**config.mk**
```make
export PLATFORM = sky130hd
export DESIGN_NAME = instruction_fetch_unit_flat
export DESIGN_NICKNAME = d
export VERILOG_FILES = /design/src/rtl/instruction_fetch_unit_if.sv /design/src/rtl/instruction_fetch_unit.sv /design/src/flat_wrapper.sv
export SDC_FILE = /design/constraint.sdc
export NUM_CORES = 1
export LEC_CHECK = 0
export BUFFER_PORTS_ARGS = -buffer_cell sky130_fd_sc_hd__buf_2
export CAP_MARGIN = 30
export CORE_ASPECT_RATIO = 0.6
export CORE_MARGIN = 8
export CORE_UTILIZATION = 55
export CTS_CLUSTER_DIAMETER = 120
export DETAILED_ROUTE_END_ITERATION = 16
export GPL_ROUTABILITY_DRIVEN = 0
export GPL_TIMING_DRIVEN = 0
export PLACE_DENSITY = 0.78
export SYNTH_ARGS = -nofsm -noshare
export SYNTH_HDL_FRONTEND = slang
export SYNTH_SLANG_ARGS = --single-unit
```
**constraint.sdc**
```tcl
create_clock -name clk -period 20.6 [get_ports clk]
set_input_delay 6.18 -clock clk [delete_from_list [all_inputs] [get_ports clk]]
set_output_delay 6.18 -clock clk [all_outputs]
set_load 0.01 [all_outputs]
```
**src/rtl/instruction_fetch_unit_if.sv**
```systemverilog
// Fetch-stage bus bundle: instruction memory request/response, the
// instruction hand-off to decode, and the PC redirect from branch/jump.
//   master : the fetch unit (drives mem_req_*, instr_valid, instruction*)
//   slave  : memory + downstream stage + redirect source
interface instruction_fetch_unit_if;
    logic        mem_req_valid;
    logic        mem_req_ready;
    logic [31:0] mem_req_address;
    logic        mem_resp_valid;
    logic [31:0] mem_resp_data;
    logic        instr_valid;
    logic        instr_ready;
    logic [31:0] instruction;
    logic [31:0] instruction_address;
    logic        redirect_valid;
    logic [31:0] redirect_address;

    modport master (
        output mem_req_valid,
        output mem_req_address,
        input  mem_req_ready,
        input  mem_resp_valid,
        input  mem_resp_data,
        output instr_valid,
        output instruction,
        output instruction_address,
        input  instr_ready,
        input  redirect_valid,
        input  redirect_address
    );

    modport slave (
        input  mem_req_valid,
        input  mem_req_address,
        output mem_req_ready,
        output mem_resp_valid,
        output mem_resp_data,
        input  instr_valid,
        input  instruction,
        input  instruction_address,
        output instr_ready,
        output redirect_valid,
        output redirect_address
    );
endinterface

```
**src/rtl/instruction_fetch_unit.sv**
```systemverilog
// Instruction fetch stage: credit-limited memory requests, in-order
// instruction queue with fetch addresses, and redirect flush.
// Ports: clk, reset (async, active-high), bus (instruction_fetch_unit_if.master).
module instruction_fetch_unit #(
    parameter logic [31:0] RESET_PC = 32'h0000_0000,
    parameter int          DEPTH    = 2
) (
    input logic                      clk,
    input logic                      reset,
    instruction_fetch_unit_if.master bus
);

    localparam int CW = $clog2(DEPTH + 1);
    localparam int PW = (DEPTH > 1) ? $clog2(DEPTH) : 1;

    typedef logic [CW-1:0] cnt_t;
    typedef logic [CW:0]   wide_t;
    typedef logic [PW-1:0] ptr_t;

    localparam ptr_t  LAST  = ptr_t'(DEPTH - 1);
    localparam wide_t LIMIT = wide_t'(DEPTH);

    logic [31:0] fetch_pc;

    logic [31:0] q_addr [DEPTH];
    logic [31:0] q_word [DEPTH];
    ptr_t        q_head;
    ptr_t        q_tail;
    cnt_t        occupancy;

    cnt_t        inflight;
    cnt_t        discard;

    logic [31:0] af_addr [DEPTH];
    ptr_t        af_head;
    ptr_t        af_tail;

    logic        req_valid;
    logic        req_fire;
    logic        resp_fire;
    logic        deq;
    logic        redirect;
    logic        resp_keep;
    logic        resp_drop;
    logic [31:0] redirect_target;

    wide_t       credit_used;
    wide_t       discard_sum;
    cnt_t        inflight_next;
    cnt_t        discard_redirect;
    cnt_t        occupancy_next;

    function automatic ptr_t bump(input ptr_t p);
        if (p == LAST) begin
            return '0;
        end
        return p + ptr_t'(1);
    endfunction

    // Credit counts both buffered words and outstanding requests, so a
    // returning word always has a free queue slot.
    assign credit_used = wide_t'(occupancy) + wide_t'(inflight);
    assign req_valid   = credit_used < LIMIT;

    assign req_fire  = req_valid & bus.mem_req_ready;
    assign resp_fire = bus.mem_resp_valid;
    assign deq       = (occupancy != '0) & bus.instr_ready;
    assign redirect  = bus.redirect_valid;

    assign redirect_target = bus.redirect_address & 32'hFFFF_FFFC;

    // Stale responses are dropped while discard is nonzero.
    assign resp_drop = resp_fire & (discard != '0);
    assign resp_keep = resp_fire & ~redirect & (discard == '0);

    always_comb begin
        inflight_next = inflight
                      + cnt_t'(req_fire)
                      - cnt_t'(resp_fire);
        discard_sum   = wide_t'(discard)
                      + wide_t'(inflight)
                      + wide_t'(req_fire)
                      - wide_t'(resp_fire);
        // Everything still outstanding after a redirect is stale;
        // discard can never exceed what is actually in flight.
        if (discard_sum > wide_t'(inflight_next)) begin
            discard_redirect = inflight_next;
        end else begin
            discard_redirect = discard_sum[CW-1:0];
        end
        occupancy_next = occupancy
                       + cnt_t'(resp_keep)
                       - cnt_t'(deq);
    end

    always_ff @(posedge clk or posedge reset) begin
        if (reset) begin
            fetch_pc  <= RESET_PC;
            q_head    <= '0;
            q_tail    <= '0;
            occupancy <= '0;
            inflight  <= '0;
            discard   <= '0;
            af_head   <= '0;
            af_tail   <= '0;
            for (int i = 0; i < DEPTH; i++) begin
                q_addr[i]  <= '0;
                q_word[i]  <= '0;
                af_addr[i] <= '0;
            end
        end else begin
            inflight <= inflight_next;

            // The address FIFO tracks every outstanding request, stale
            // or not, so its pop stays aligned with memory responses.
            if (req_fire) begin
                af_addr[af_tail] <= fetch_pc;
                af_tail          <= bump(af_tail);
            end
            if (resp_fire) begin
                af_head <= bump(af_head);
            end

            if (redirect) begin
                fetch_pc  <= redirect_target;
                q_head    <= '0;
                q_tail    <= '0;
                occupancy <= '0;
                discard   <= discard_redirect;
            end else begin
                if (req_fire) begin
                    fetch_pc <= fetch_pc + 32'd4;
                end
                if (resp_drop) begin
                    discard <= discard - cnt_t'(1);
                end
                if (resp_keep) begin
                    q_addr[q_tail] <= af_addr[af_head];
                    q_word[q_tail] <= bus.mem_resp_data;
                    q_tail         <= bump(q_tail);
                end
                if (deq) begin
                    q_head <= bump(q_head);
                end
                occupancy <= occupancy_next;
            end
        end
    end

    assign bus.mem_req_valid       = req_valid;
    assign bus.mem_req_address     = fetch_pc;
    assign bus.instr_valid         = occupancy != '0;
    assign bus.instruction         = q_word[q_head];
    assign bus.instruction_address = q_addr[q_head];

endmodule
```
**src/flat_wrapper.sv**
```systemverilog
// flat-port wrapper written by rule: the top's interface ports become plain ports
module instruction_fetch_unit_flat 
#(
    parameter logic [31:0] RESET_PC = 32'h0000_0000,
    parameter int          DEPTH    = 2
)
  (clk, reset, bus_mem_req_valid, bus_mem_req_address, bus_mem_req_ready, bus_mem_resp_valid, bus_mem_resp_data, bus_instr_valid, bus_instruction, bus_instruction_address, bus_instr_ready, bus_redirect_valid, bus_redirect_address);
  instruction_fetch_unit_if bus_i ();
  input logic clk;
  input logic reset;
  output wire logic [$bits(bus_i.mem_req_valid)-1:0] bus_mem_req_valid;
  output wire logic [$bits(bus_i.mem_req_address)-1:0] bus_mem_req_address;
  input wire logic [$bits(bus_i.mem_req_ready)-1:0] bus_mem_req_ready;
  input wire logic [$bits(bus_i.mem_resp_valid)-1:0] bus_mem_resp_valid;
  input wire logic [$bits(bus_i.mem_resp_data)-1:0] bus_mem_resp_data;
  output wire logic [$bits(bus_i.instr_valid)-1:0] bus_instr_valid;
  output wire logic [$bits(bus_i.instruction)-1:0] bus_instruction;
  output wire logic [$bits(bus_i.instruction_address)-1:0] bus_instruction_address;
  input wire logic [$bits(bus_i.instr_ready)-1:0] bus_instr_ready;
  input wire logic [$bits(bus_i.redirect_valid)-1:0] bus_redirect_valid;
  input wire logic [$bits(bus_i.redirect_address)-1:0] bus_redirect_address;
  assign bus_mem_req_valid = bus_i.mem_req_valid;
  assign bus_mem_req_address = bus_i.mem_req_address;
  assign bus_i.mem_req_ready = bus_mem_req_ready;
  assign bus_i.mem_resp_valid = bus_mem_resp_valid;
  assign bus_i.mem_resp_data = bus_mem_resp_data;
  assign bus_instr_valid = bus_i.instr_valid;
  assign bus_instruction = bus_i.instruction;
  assign bus_instruction_address = bus_i.instruction_address;
  assign bus_i.instr_ready = bus_instr_ready;
  assign bus_i.redirect_valid = bus_redirect_valid;
  assign bus_i.redirect_address = bus_redirect_address;
  instruction_fetch_unit #(.RESET_PC(RESET_PC), .DEPTH(DEPTH)) u_core (.clk(clk), .reset(reset), .bus(bus_i));
endmodule
```
Word-level counts from Yosys, hierarchy flattened
Index checks and enable logic that the tools add are counted.
- logic and storage cells: 100
- output and inout bits: 98
- input bits: 70
- register bits: 234
- $lt $le $gt $ge: 8
- muxes and demuxes: 44
- reductions and logical operators: 10
- bitwise logic cells: 10
- add/sub/neg operators: 14
- operators with widths (operator ; number):
    2-to-1 mux 32 bit ; 13
    bitwise mux 64 bit ; 3
    demux 32 bit (select 1 bit) ; 2
    adder 32 x 3 -> 32 bit (second input constant) ; 1
    2-to-1 mux 1 bit ; 22
    nonzero test 2 bit ; 6
    >= comparator 2 bit (second input constant) ; 4
    2-to-1 mux 2 bit ; 4
    NOT 1 -> 2 bit ; 4
    adder 2 x 2 -> 3 bit ; 2
    AND 1 bit ; 5
    adder 1 bit (second input constant) ; 4
    adder 2 x 1 -> 2 bit ; 2
    less-than comparator 2 x 1 -> 1 bit (second input constant) ; 2
    subtractor 2 x 1 -> 2 bit ; 2
    adder 3 x 1 -> 3 bit ; 1
    greater-than comparator 3 x 2 -> 1 bit ; 1
    less-than comparator 3 x 2 -> 1 bit (second input constant) ; 1
    subtractor 3 x 1 -> 3 bit ; 1
    logical AND 1 bit ; 2
    zero test 2 bit ; 1
    AND reduction 2 bit ; 1
    subtractor 2 x 1 -> 2 bit (second input constant) ; 1
    NOT 1 bit ; 1

Longest topological paths before layout
Gate-level depths: netlist of the first run.
- depth after elaboration: 8
- gate-level depth with buffers: 16
- mapped depth without buffers: 15

Worst setup path before layout of the first run
Ideal clock, no wire load.
- path kind: input to register
- from: input bus_mem_req_ready
- to: register u_core.discard[0]
- path buffers: 1
- stages on the path: 13
- data arrival time: 8383 ps
- path slack: 12080 ps
- path through: or3b_1 -> clkbuf_2 -> inv_2 -> fa_1 -> inv_1 -> fa_1 -> inv_1 -> ha_1 -> nor2b_1 -> o21ai_0 -> nand2_1 -> mux2i_1 -> a21oi_1
- longest elaborated chain between the ends: 6
- elaborated cells on any way between the ends: 8
- classes of those cells: 4 x add/sub; 1 x order compare; 2 x mux; 1 x bitwise
- RTL lines (item ; RTL line ; source):
    from (decl) ; flat_wrapper.sv:13 ; input wire logic [$bits(bus_i.mem_req_ready)-1:0] bus_mem_req_ready;
    AND 1 bit * ; instruction_fetch_unit.sv:65 ; assign req_fire = req_valid & bus.mem_req_ready;
    net u_core.req_fire ; instruction_fetch_unit.sv:39 ; logic req_fire;
    adder 3 x 1 -> 3 bit / adder 2 x 1 -> 2 bit (equally long branches) ; instruction_fetch_unit.sv:82, instruction_fetch_unit.sv:78 ;
    subtractor 3 x 1 -> 3 bit / subtractor 2 x 1 -> 2 bit (equally long branches) ; instruction_fetch_unit.sv:83, instruction_fetch_unit.sv:79 ;
    greater-than comparator 3 x 2 -> 1 bit ; instruction_fetch_unit.sv:86 ; if (discard_sum > wide_t'(inflight_next)) begin
    2-to-1 mux 2 bit * ; instruction_fetch_unit.sv:86 ;
    2-to-1 mux 2 bit * ; instruction_fetch_unit.sv:124 ; if (redirect) begin
    to (signal assigned) ; instruction_fetch_unit.sv:129 ; discard <= discard_redirect;
    to (signal assigned) ; instruction_fetch_unit.sv:135 ; discard <= discard - cnt_t'(1);
    to (decl) ; instruction_fetch_unit.sv:32 ; cnt_t discard;
The timed path passes the listed nets; every way through them passes the cells marked *.
A chain may end at the register's enable or synchronous reset.

Worst setup path in the final report of the first run
- from: register u_core.q_head
- to: output bus_instruction[26]
- longest elaborated chain between the ends: 4
- RTL lines (item ; RTL line ; source):
    from (decl) ; instruction_fetch_unit.sv:27 ; ptr_t q_head;
    from (signal assigned) ; instruction_fetch_unit.sv:143 ; q_head <= bump(q_head);
    NOT 1 -> 2 bit (implied by the code) ; instruction_fetch_unit.sv:153 ; assign bus.instruction = q_word[q_head];
    2-to-1 mux 32 bit (implied by the code) (3 in series) ; instruction_fetch_unit.sv:153 ;
    to (decl) ; flat_wrapper.sv:17 ; output wire logic [$bits(bus_i.instruction)-1:0] bus_instruction;
No other way between the ends. The select of a mux whose other input is x is not followed.

==> impl_metrics.toml, run 1 <==
[run_status]
status = "finished clean"

[setup_path]
max_stage_delay_ps = 700
worstSetupPathType = "register to primary output"
cp.arrival_ps = 2630
crit_path_cell_trace = "clkbuf_1 > buf_1 > mux2_2 > buf_2"
cp_data_required_time_ps = 14420
worstReg2RegEnd = "u_core.discard[0]$_DFFE_PP0P_"
cp-start-kind = "register"
crit_fanout = 10
rrSetupSlack_ps = 16940
critPathLaunch = "u_core.q_head$_DFFE_PP0P_"
r2r-start = "u_core.inflight[0]$_DFF_PP0_"
end_kind = "primary output"
slowest_stage = "buf_1"
rr_worst_depth = 16

[synth]
synth-edff-count = 0
yosysUniqueCellTypes = 39
synth_fa_ha_area_share_pct = 1.83
synth_top_family_by_area = "multiplexers"
avgSynthCellArea_um2 = 12.3
synth_top_area_share_pct = 55.4
synth-simple-area-share_pct = 7.95
synth.area.top_cells = "dfrtp_1, mux2_2, mux2i_1"
netlist_area_mm2 = 0.0101
synthMuxAreaShare_pct = 24.1
synthArstFlopShare_pct = 100
synth_flop_cell = "dfrtp_1"
synth_seq_cells = 224
synth_top_area_cell = "dfrtp_1"
ys_seq_area_share_pct = 55.4
syn_inst = 822
synth_warnings = 0
yosys.area_share.xor_xnor_pct = 3.38
synth-compound-area-share_pct = 4.63

[clock_tree]
cts_resized = 0
cts_hold_buf = 0
cts.reportedPaths.clkPinSlew_ps = 70
htree_levels = 1
root_buffer = "clkbuf_16"
numCtsBuffers = 21
cts_setup_buffers = 0
cts_tree = "yes"
cts_max_path_buffers = 3
clk_latency_ps = 490
cts_sinks = 224

[global_routing]
grt_pass1_vias = 7137
grt_pass1_wl_um = 39500
grt_antenna_before_repair = 0
grt_max_degree = 89
overflow = 0
grt.total_usage_pct = 21.1

[routing]
num_vias = 6931
first_pass_iters = 4
drtAntennaViolNets = 0
drt_iter0_markers = 503
wl_per_cell_um = 19.5
highest_layer = "met4"
wirelength_um = 24700
wl_met1_um = 12300
wl_met3_um = 1340
met2_length_um = 10700
vias_per_cell = 5.48
drc = 0

[sta]
setup-tns-final_ps = 0
slew_headroom_pct = 41.9
drv_slew = 0
hold_viol_final = 0
clock.fmax_ghz = 0.113
period_share_pct = 42.8
timing.final.crit_period_ps = 8810
rsz0062_at_grt = "no"
setup_viol = 0
worstMarginPinSlew_ps = 871
worst_clock_skew_ps = 17.3

[hold_path]
worst_hold_path.num_cells = 2
hold_path_class = "register to register"
hp-start = "u_core.q_addr[13]$_DFFE_PP0P_"
min_to = "u_core.q_addr[13]$_DFFE_PP0P_"

[power]
leakagePower_nw = 5.65
power_density_mw_per_mm2 = 157
totalPowerFinal_mw = 1.87
ir_worst_vdd_mv = 0.107

[cells_and_area]
finalNonFillerCells = 1264
multi_input_area_mm2 = 0.00425
nets = 1094
antenna-diode-count = 0
drive_gt1_share_pct = 39.5
ff_latch_area_mm2 = 0.00561
syn_to_final_growth_pct = 18.3
fillers = 1416

[floorplan]
design.core.area_mm2 = 0.0181
die_area_mm2 = 0.0231
ioPinCount = 168
start_util_pct = 56.0
die_w_um = 191
die_h_um = 121
num_rows = 38

[placed_design]
dp_hpwl_um = 18100
port_buffers = 161
dp_cells = 1228

[run]
maxCapViolations = 0
[worst max-delay path, delay by kind of cell (launching register included)]
family / cells / cell delay (ps)
buffers and inverters: 3 / 1370
DFF: 1 / 330
muxes: 1 / 430
[synth_stat cells (2+ instances only)]
library cell,instances
dfrtp_1,224
mux2_2,187
nand2_1,72
nor2_1,43
o21ai_0,40
mux2i_1,33
a21oi_1,32
clkbuf_1,30
xor2_1,22
o21ai_1,20
xnor2_1,17
inv_1,14
nand4_1,12
buf_2,10
ha_1,10
nand3_1,10
nor3_1,6
and3_1,5
buf_1,5
buf_4,4
fa_1,3
nor2b_1,3
and2_1,2
and4_1,2
nor4_2,2
[logic make-up (layout without fill, tap and decap cells)]
| logic type | Yosys count | in the layout |
|---|---|---|
| DFF | 224 | 224 |
| muxes | 220 | 220 |
| and+or+nand+nor | 167 | 167 |
| AOI/OAI and AO/OA | 93 | 93 |
| buffers and inverters | 65 | 264 |
| xor gates and xnor gates | 39 | 39 |
| adders and majority gates | 13 | 13 |
| other | 1 | 4 |
[worst max-delay path by stage]
stage | to | slack, ps
floorplan | u_core.af_addr[10]$_DFFE_PP0P_ | 8290
global placement | u_core.discard[0]$_DFFE_PP0P_ | 5880
detailed placement | u_core.q_addr[60]$_DFFE_PP0P_ | 11720
CTS | bus_instruction[26] | 11770
global route | bus_instruction[27] | 11740
finish | bus_instruction[26] | 11790
[final cells by class]
| cell class | instances | share of cell area (%) |
|---|---|---|
| Clock buffer | 33 | 5.27 |
| Tap cell | 240 | 2.51 |
| Sequential cell | 224 | 46.8 |
| Clock inverter | 3 | 0.335 |
| Timing Repair Buffer | 163 | 7.19 |
| Multi-Input combinational cell | 536 | 35.5 |
| Buffer | 50 | 1.81 |
| Inverter | 15 | 0.533 |
[flip-flops by register name, summed over array words and instances, names as in the netlist]
register                    flops
u_core.af_addr                 60
u_core.bus.mem_req_address     30
u_core.q_addr                  60
u_core.discard                  2
u_core.af_head                  1
u_core.occupancy                2
u_core.af_tail                  1
u_core.q_tail                   1
u_core.q_word                  64
u_core.q_head                   1
u_core.inflight                 2
[metrics by stage]
step	utilization (%)	worst slack, ps	hold WS (ps)	cell area, µm²
global placement	62.2	5880	456	11200
floorplan	-	8290	444	10100
finish	66.2	11790	475	12000
detailed placement	62.5	11720	466	11300
CTS	66.2	11770	480	12000
global route	66.2	11740	498	12000
[cell usage in the layout (no fill, tap or decap), types with 3 or more instances in the layout]
master / netlist / layout
dfrtp_1: 224 / 224
mux2_2: 187 / 187
buf_2: 10 / 171
nand2_1: 72 / 72
nor2_1: 43 / 43
o21ai_0: 40 / 40
clkbuf_1: 30 / 36
mux2i_1: 33 / 33
a21oi_1: 32 / 32
xor2_1: 22 / 22
clkbuf_16: 0 / 21
o21ai_1: 20 / 20
xnor2_1: 17 / 17
inv_1: 14 / 13
nand4_1: 12 / 12
nand3_1: 10 / 10
ha_1: 10 / 10
nor3_1: 6 / 6
clkbuf_8: 0 / 6
buf_1: 5 / 5
and3_1: 5 / 5
buf_4: 4 / 4
conb_1: 1 / 4
nor2b_1: 3 / 3
fa_1: 3 / 3
[power by group]
part	switching, mW	internal, mW
Clock	0.159	0.222
Sequential	0.112	0.632
Combinational	0.371	0.379
[per-layer routing]
layer | global-route usage [%] | vias up
met4 | 3.11 | 0
met3 | 4.08 | 26
li1 | - | 3228
met2 | 31.5 | 189
met5 | 0 | -
met1 | 32.2 | 3488
No activity file was read; power rests on OpenSTA's default activity.
==> inputs of run 2 (changes only) <==
Settings changed: CORE_UTILIZATION 55 to 51, PLACE_DENSITY 0.78 to 0.76.
Clock period 20.6 ns to 7.8 ns, I/O delays scaled along.
==> run 2 against run 1 <==
  * First-iteration DRC count fell by 11%
  * Combinational power increased to 2.6 times the previous value
  * Count of clock-buffer cells in the layout is 1 higher
  * Utilization down 4.9 points
  * Highest routed layer unchanged
==> impl_metrics.toml, run 2 (synthesis results as in run 1) <==
[sta]
timing.final.crit_period_ps = 4880
rsz0062_at_grt = "no"
period_share_pct = 62.5
worstMarginPinSlew_ps = 853
hold_viol_final = 0
drv_slew = 0
slew_headroom_pct = 43.0
setup_viol = 0
worst_clock_skew_ps = 16.4
setup-tns-final_ps = 0
clock.fmax_ghz = 0.205

[routing]
drc = 0
wl_met1_um = 12500
drt_iter0_markers = 447
drtAntennaViolNets = 0
wl_met3_um = 1190
wirelength_um = 25100
highest_layer = "met4"
met2_length_um = 11000
vias_per_cell = 5.37
first_pass_iters = 5
num_vias = 6993
wl_per_cell_um = 19.2

[clock_tree]
cts_sinks = 224
root_buffer = "clkbuf_16"
cts_tree = "yes"
numCtsBuffers = 22
htree_levels = 1
cts_max_path_buffers = 3
cts_resized = 0
cts.reportedPaths.clkPinSlew_ps = 60
cts_hold_buf = 0
cts_setup_buffers = 0
clk_latency_ps = 510

[setup_path]
cp-start-kind = "register"
cp_data_required_time_ps = 5460
worstSetupPathType = "register to primary output"
end_kind = "primary output"
rr_worst_depth = 16
cp.arrival_ps = 2540
crit_fanout = 10

[power]
ir_worst_vdd_mv = 0.222
seqPwrFrac_pct = 39.4
leakagePower_nw = 5.68
power_density_mw_per_mm2 = 412
p_clk_share_pct = 20.8
p_sw_mw = 1.71
totalPowerFinal_mw = 4.98
power_frac_comb_pct = 39.8
swShare_pct = 34.3
p_int_mw = 3.27

[run_status]
status = "finished clean"

[cells_and_area]
largest_reg_flops = 64
nets = 1099
regMostFlops = "u_core.q_word"
top_regs = "u_core.q_word: 64 flops, u_core.af_addr: 60 flops, u_core.q_addr: 60 flops"
final_cell_mix = "dfrtp_1, mux2_2, buf_2, nand2_1, nor2_1"
drive_gt1_share_pct = 39.5
layout_commonest_cell = "dfrtp_1"
fillers = 1634
syn_to_final_growth_pct = 19.5
antenna-diode-count = 0

[floorplan]
ioPinCount = 168
die_h_um = 125
num_rows = 40
start_util_pct = 51.3
die_area_mm2 = 0.0247
die_w_um = 198
design.core.area_mm2 = 0.0197

[placed_design]
port_buffers = 161
dp_hpwl_um = 18500

[global_routing]
overflow = 0
grt_pass1_wl_um = 40400
grt.total_usage_pct = 20.2
grt_max_degree = 43
grt_pass1_vias = 7198
grt_antenna_before_repair = 0

[hold_path]
worst_hold_path.num_cells = 2
hold_path_class = "register to register"

[run]
maxCapViolations = 0
==> run 2: changes by cell type in the layout (fill, tap and decap cells not counted), sizes merged <==
cell,change
buf,+4
clkbuf,+1
clkinvlp,+1
==> run 2: path summary, 6_finish.rpt <==
check / start / end / slack (ps)
min in group asynchronous: reset / u_core.q_word[25]$_DFFE_PP0P_ / 1790
min: u_core.q_addr[7]$_DFFE_PP0P_ / u_core.q_addr[7]$_DFFE_PP0P_ / 480
max: u_core.q_head$_DFFE_PP0P_ / bus_instruction[27] / 2920
max reg2reg: u_core.inflight[0]$_DFF_PP0_ / u_core.discard[0]$_DFFE_PP0P_ / 4210
max in group asynchronous: reset / u_core.discard[0]$_DFFE_PP0P_ / 5000
min reg2reg: u_core.q_addr[7]$_DFFE_PP0P_ / u_core.q_addr[7]$_DFFE_PP0P_ / 480
==> run 2: per-stage QoR <==
step | setup slack [ps] | hold WS (ps) | util (%) | std cells | area, µm²
3_3_place_gp | 1180 | 457 | 57.2 | 1259 | 11300
3_5_place_dp | 2790 | 464 | 57.8 | 1265 | 11400
4_1_cts | 2880 | 479 | 61.3 | 1303 | 12100
5_1_grt | 2790 | 493 | 61.3 | 1303 | 12100
6_report | 2920 | 476 | 61.3 | 1303 | 12100
2_1_floorplan | 2540 | 444 | - | 825 | 10100
==> run 2: area by class of cell <==
class / count / area, µm² / share of cell area [%]
plain buffers: 50 / 216 / 1.79
clock buffers: 34 / 637 / 5.27
clock inverters: 4 / 51.3 / 0.424
inverters: 15 / 60.1 / 0.497
multi-input cells: 536 / 4250 / 35.2
flip-flops and latches: 224 / 5610 / 46.4
well taps: 273 / 342 / 2.83
repair buffers: 167 / 926 / 7.66
==> run 2: power groups by stage <==
stage	sequential (mW)	clock (mW)	combinational [mW]
6_report	1.96	1.04	1.98
2_1_floorplan	1.89	0	1.41
3_5_place_dp	1.97	0	1.99
4_1_cts	1.96	1.05	2.01
3_3_place_gp	1.95	0	1.93
5_1_grt	2.03	1.10	2.17
==> run 2: metal layers <==
layer  GRT usage [%]  up-vias
li1                -     3239
met1            30.4     3551
met2            30.4      165
met3            3.80       38
met4            3.50        0
met5               0        -
==> run 2: critical path, stage by stage (launching register included) <==
cell and delay (ps):
dfrtp_1 320, clkbuf_1 480, buf_1 660, mux2_2 430, buf_2 140
